**src/rtl/rf_wb_arbiter.sv**
```systemverilog
// Round-robin write-back arbiter: NREQ per-requester FIFOs feed one registered regfile write port.
// One grant per cycle, no push-to-grant bypass; req_ready drops only when a FIFO holds DEPTH entries.
module rf_wb_arbiter #(
    parameter  int WIDTH = 32,
    parameter  int NREQ  = 3,
    parameter  int DEPTH = 2,
    localparam int IDW   = (NREQ > 1) ? $clog2(NREQ) : 1
) (
    input  logic                    clk,
    input  logic                    rst,
    input  logic [NREQ-1:0]         req_valid,
    output logic [NREQ-1:0]         req_ready,
    input  logic [5*NREQ-1:0]       req_rd,
    input  logic [WIDTH*NREQ-1:0]   req_data,
    output logic                    rf_w_en,
    output logic [4:0]              rf_rd_addr,
    output logic [WIDTH-1:0]        rf_w_data,
    output logic [IDW-1:0]          grant_id,
    output logic                    idle
);
    localparam int PW = $clog2(DEPTH);
    localparam int CW = PW + 1;

    logic [4:0]       r_mem_rd  [NREQ][DEPTH];
    logic [WIDTH-1:0] r_mem_dat [NREQ][DEPTH];
    logic [PW-1:0]    r_wp      [NREQ];
    logic [PW-1:0]    r_rp      [NREQ];
    logic [CW-1:0]    r_cnt     [NREQ];
    logic [IDW-1:0]   r_rr_ptr;

    logic [NREQ-1:0]  w_push;
    logic [NREQ-1:0]  w_pop;
    logic [NREQ-1:0]  w_nonempty;
    logic             w_gnt;
    logic [IDW-1:0]   w_winner;

    // Pushes to x0 are acknowledged but never stored.
    always_comb begin
        w_nonempty = '0;
        req_ready  = '0;
        w_push     = '0;
        for (int i = 0; i < NREQ; i++) begin
            w_nonempty[i] = (r_cnt[i] != '0);
            req_ready[i]  = (r_cnt[i] != CW'(DEPTH));
            w_push[i]     = req_valid[i] & req_ready[i] & (req_rd[5*i +: 5] != 5'd0);
        end
    end

    always_comb begin
        int v_idx;
        v_idx    = 0;
        w_gnt    = 1'b0;
        w_winner = '0;
        for (int k = 0; k < NREQ; k++) begin
            v_idx = (int'(r_rr_ptr) + k) % NREQ;
            if (!w_gnt && w_nonempty[IDW'(v_idx)]) begin
                w_gnt    = 1'b1;
                w_winner = IDW'(v_idx);
            end
        end
    end

    always_comb begin
        w_pop = '0;
        for (int i = 0; i < NREQ; i++) begin
            w_pop[i] = w_gnt && (w_winner == IDW'(i));
        end
    end

    always_comb begin
        idle = (w_nonempty == '0) && !rf_w_en;
    end

    always_ff @(posedge clk) begin
        for (int i = 0; i < NREQ; i++) begin
            if (w_push[i]) begin
                r_mem_rd[i][r_wp[i]]  <= req_rd[5*i +: 5];
                r_mem_dat[i][r_wp[i]] <= req_data[WIDTH*i +: WIDTH];
            end
        end
    end

    always_ff @(posedge clk) begin
        if (rst) begin
            for (int i = 0; i < NREQ; i++) begin
                r_wp[i]  <= '0;
                r_rp[i]  <= '0;
                r_cnt[i] <= '0;
            end
            r_rr_ptr   <= '0;
            rf_w_en    <= 1'b0;
            rf_rd_addr <= '0;
            rf_w_data  <= '0;
            grant_id   <= '0;
        end else begin
            for (int i = 0; i < NREQ; i++) begin
                if (w_push[i]) r_wp[i] <= r_wp[i] + 1'b1;
                if (w_pop[i])  r_rp[i] <= r_rp[i] + 1'b1;
                case ({w_push[i], w_pop[i]})
                    2'b10:   r_cnt[i] <= r_cnt[i] + 1'b1;
                    2'b01:   r_cnt[i] <= r_cnt[i] - 1'b1;
                    default: r_cnt[i] <= r_cnt[i];
                endcase
            end
            // Address, data and grant_id keep their last value when nothing is granted.
            rf_w_en <= w_gnt;
            if (w_gnt) begin
                rf_rd_addr <= r_mem_rd[w_winner][r_rp[w_winner]];
                rf_w_data  <= r_mem_dat[w_winner][r_rp[w_winner]];
                grant_id   <= w_winner;
                r_rr_ptr   <= (w_winner == IDW'(NREQ - 1)) ? '0 : w_winner + 1'b1;
            end
        end
    end

endmodule

```
**config.mk**
```make
export PLATFORM = sky130hd
export DESIGN_NAME = rf_wb_arbiter
export DESIGN_NICKNAME = d
export VERILOG_FILES = /design/src/rtl/rf_wb_arbiter.sv
export SDC_FILE = /design/constraint.sdc
export NUM_CORES = 1
export LEC_CHECK = 0
export ABC_AREA = 1
export BUFFER_PORTS_ARGS = -buffer_cell sky130_fd_sc_hd__buf_2
export CAP_MARGIN = 20
export CORE_ASPECT_RATIO = 1.1
export CORE_MARGIN = 2
export CORE_UTILIZATION = 40
export CTS_BUF_LIST = sky130_fd_sc_hd__clkbuf_4 sky130_fd_sc_hd__clkbuf_8 sky130_fd_sc_hd__clkbuf_16
export DETAILED_ROUTE_END_ITERATION = 10
export RECOVER_POWER = 25
export SLEW_MARGIN = 20
export SYNTH_ARGS = -nofsm -noshare
export SYNTH_HDL_FRONTEND = slang
export SYNTH_SLANG_ARGS = --single-unit
export TNS_END_PERCENT = 100
```
**constraint.sdc**
```tcl
create_clock -name clk -period 3.4 [get_ports clk]
set_input_delay 0.68 -clock clk [delete_from_list [all_inputs] [get_ports clk]]
set_output_delay 0.68 -clock clk [all_outputs]
set_load 0.005 [all_outputs]
```
== After elaboration in Yosys (flattened, before gate mapping) ==
Memories as Yosys holds them, arrays and structs flattened.
Cells that the tools add are included.
Cells by class
  $add $sub $neg: 15
  divide/modulo/power cells: 3
  magnitude comparators: 10
  eq/ne operators: 11
  mux-type cells: 102
  bitwise logic cells: 25
  reductions and logical operators: 23
Operator list (count)
  $mux W32: 6
  $mux W64: 3
  $demux W32 S1: 3
  $mod A32 B3 Y32 const B: 2
  $mux W1: 62
  $mod A3 B3 Y32 const B: 1
  $mux W10: 3
  $mux W5: 6
  $mux W2: 13
  $demux W5 S1: 3
  $or A1 B1 Y1: 15
  $reduce_bool A5 Y1: 3
  $lt A2 B4 Y1 const B: 3
  $logic_and A1 B1 Y1: 9
  $add A2 B1 Y2 const B: 4
  $eq A2 B1 Y1 const B: 4
  $eq A2 B2 Y1 const B: 4
  $ge A2 B2 Y1 const B: 4
  $not A1 Y2: 4
  $add A1 B1 Y1 const B: 6
  $and A1 B1 Y1: 6
  $bmux W1 S2: 3
  $lt A2 B1 Y1 const B: 3
  $ne A2 B2 Y1 const B: 3
  8 further kinds: 16
Word-level totals
  register bits after elaboration: 42
  bits in writable memories: 234
  memories: 5
Memories
  r_mem_dat: depth 3, bits a word 64, read ports 1, clocked after memory_dff 0, wr ports 3, RTL line 25  | logic [WIDTH-1:0] r_mem_dat [NREQ][DEPTH];
  r_mem_rd: depth 3, bits a word 10, read ports 1, clocked after memory_dff 0, wr ports 3, RTL line 24  | logic [4:0] r_mem_rd [NREQ][DEPTH];
  r_cnt: depth 3, bits a word 2, read ports 3, clocked after memory_dff 0, wr ports 3, RTL line 28  | logic [CW-1:0] r_cnt [NREQ];
  r_rp: depth 3, bits a word 1, read ports 4, clocked after memory_dff 0, wr ports 3, RTL line 27  | logic [PW-1:0] r_rp [NREQ];
  r_wp: depth 3, bits a word 1, read ports 3, clocked after memory_dff 0, wr ports 3, RTL line 26  | logic [PW-1:0] r_wp [NREQ];

== Longest topological paths before layout ==
  depth in word-level cells: 20
  depth in mapped cells: 19
  gate-level depth less buffers: 17

== Worst setup path after synthesis ==
Ideal clock, no wire load.
  path type: input port to flip-flop
  start: input req_rd[3]
  end: memory r_mem_dat[0][0] (netlist name) (enable)
  library setup time: 431 ps
  arrival time: 2620 ps
  required time: 2969 ps
  path slack: 349 ps
  stages: 3
  path through: or3_1 o311ai_0 nor2_1
RTL lines
  from (decl): RTL line 13  | input logic [5*NREQ-1:0] req_rd,
  to (decl): RTL line 25

==> reports/results.tsv <==
metric	value	unit
status	complete, no violations	
final worst slack	410	ps
WL final	29.1	mm
CTS-repair resized insts	0	
clk slew on worst S/H paths	60	ps
unrepaired setup endpoints after global routing	no	
critical-path cell list	inv_1 > ha_1 > inv_1 > nor2_1 > nand2_1 > nand2_1 > nor2_2 > nand4_1 > nand2_4 > inv_1 > nor3_2 > ha_1 > o21ai_0	
Layout Nets	1478	
Non-Filler Instances	1744	
Mapped Area	11800	µm²
slew margin rel.	48.3	%
setup violators final	0	
CTS buffer count	30	
GR Util All Layers	19.1	%
number of global-route vias before repair	8113	
largest cells by area after synthesis	edfxtp_1 60%, nand2_1 13%, nand3_1 7.9%	
H-tree depth	1	
Ports	160	
synthesized instance count	1190	
worst reg2reg setup slack	410	ps
multi-input logic area	3060	µm²
DR iter-0 viols	433	
Synth area leader	edfxtp_1	
syn_nets	1317	
PortBufs	159	
chip height	184	µm
achievable frequency	0.334	GHz
first-pass GRT wire length	45.1	mm
hold_buf cts	0	
Syn. warnings	0	
clock sinks	276	
register area share after synthesis	66.7	%
Worst path most repeated cell	inv_1	
FF+latch area	7870	µm²
Max-cap violations	0	
Post-synth top cells	419 x nand2_1, 234 x edfxtp_1, 187 x nand3_1	
Setup crit start kind	register	
Post-synth EDFFs	234	
Die Area	30900	µm²
fin crit period	2990	ps
fin crit share	88.0	%
largest net degree at the start of global routing	67	
dpl cells	1687	
drc violations	0	
Main synth FF type	edfxtp_1	
Root Buffer	clkbuf_16	
antenna violations before repair	2	
Leak	6.30	nW
GRT overflow	0	
layout cells sized above 1	15.9	%
Post-CTS Repair Setup Buffers	0	
die width	168	µm
Synth-to-Final Area Change	18.9	%
Crit. End Element	register	
Post-synth ARST share	0	%
average wire per standard cell	16.7	µm
Netlist cell types	29	
Slew @ Worst Pin	775	ps
peak supply drop	0.000602	V
crit path max fanout	20	
final antenna-violating net count	0	
RD Place Congestion	0.793	
vias	8303	
CTS tree	built	
Post-Place Setup Slack	454	ps
core box area	28900	µm²
Pins Over Slew Limit	0	
count leader, synth	nand2_1	
worst min path class	primary input to register	
Worst path max stage delay	360	ps
Max clock buf depth	3	
Fill cells	2716	
CP Class	register to register	
Avg Cell Area, Syn	9.91	µm²
Slowest-stage cell, CP	dfxtp_1	
Yosys top cell area share	59.6	%
PD cells	1160	nW/µm²
CP required	3630	ps
Core Rows	65	
setup TNS	0	ps
DPL Wire Length	18.9	mm
Worst-Skew Late Latency	560	ps
final number of hold-violating endpoints	0	
WP data arrival	3220	ps
TritonRoute pass-1 iters	5	
final hold slack	306	ps
register bit total from synthesis	276	
skew final	15.8	ps
DR vias/cell	4.76	
final core utilization	48.6	%
Initial Utilization	40.8	%
flip-flops by register name (all words and copies together) (netlist names):
| signal | count |
|---|---|
| r_mem_rd | 30 |
| rf_w_data | 32 |
| rf_w_en | 1 |
| r_mem_dat | 192 |
| r_cnt | 6 |
| r_wp | 3 |
| rf_rd_addr | 5 |
| r_rp | 3 |
| grant_id | 2 |
| r_rr_ptr | 2 |
logic make-up (layout without fill, tap and decap cells):
kind of cell	count (synthesis)	count (layout)	synth area share, %
flip-flops	276	276	66.7
XOR/XNOR	1	1	0.0743
buffers and inverters	231	415	7.88
AND/OR/NAND/NOR	652	652	23.2
other	0	2	0
adder cells (fa/ha/maj)	11	11	1.17
AO/OA/AOI/OAI	19	19	0.955
path summary, 6_finish.rpt:
path	from	end	cells past startpoint
worst min register to register	rf_w_data[21]	rf_w_data[21]	2
worst max register to register	r_rr_ptr[0]	r_cnt[2][1]	13
worst min-delay path	req_data[42]	r_mem_dat[1][42]	1
worst max-delay path	r_rr_ptr[0]	r_cnt[2][1]	13
worst max-delay path: cells and delay by family, from the launching register on:
| family | cells | cell delay [ps] |
|---|---|---|
| simple gates | 7 | 1080 |
| fa+ha+maj | 2 | 620 |
| flops | 1 | 360 |
| buf+inv | 3 | 330 |
| compound gates | 1 | 280 |
cell type report:
type	count	area share, %
Clock buffer	37	5.95
Tap cell	368	3.28
Inverter	176	4.71
Antenna cell	2	0.0357
Sequential cell	276	56.1
Multi-Input combinational cell	683	21.8
Timing Repair Buffer	184	6.76
Clock inverter	18	1.32
cells in the final DEF (no fill, tap or decap), types with 2 or more instances in the layout:
master	synthesis	final
diode_2	0	2
clkbuf_1	16	38
edfxtp_1	234	234
nand2_1	419	418
nand2_4	0	2
clkinv_2	0	6
dfxtp_1	42	42
nor2_4	0	7
nand3_1	187	187
a21oi_1	7	7
bufinv_16	0	3
inv_1	154	153
nor2_1	27	20
clkbuf_16	0	30
clkinv_1	20	24
nor2_2	4	4
nor3_1	4	4
inv_6	0	2
clkbuf_4	0	2
buf_2	23	121
o21ai_0	8	8
inv_2	2	3
nand4_1	2	2
nand2_2	4	3
buf_4	5	24
ha_1	11	11
nand3b_1	2	2
clkbuf_8	0	5
layer usage:
metal,vias to the layer above,share of wire [%],track usage [%]
met4,0,2.9,6.30
met5,-,0,0
met1,3861,42,23.5
met2,215,50,34.6
met3,51,5.0,2.84
li1,4176,-,-
where the power goes:
part | switching, W | total [W] | leakage, nW | internal (W)
logic | 0.00563 | 0.00817 | 3.26 | 0.00254
clock network | 0.00132 | 0.00329 | 0.507 | 0.00197
registers | 0.000278 | 0.00482 | 2.54 | 0.00454
total | 0.00723 | 0.0163 | 6.30 | 0.00905
metrics by stage:
step / area (µm²) / power (W)
4_1_cts: 14100 / 0.0165
3_5_place_dp: 13000 / 0.0132
3_3_place_gp: 13000 / 0.0131
2_1_floorplan: 11800 / 0.0109
5_1_grt: 14000 / 0.0178
6_report: 14000 / 0.0163
Note: power is estimated with default switching activity, not from simulation.
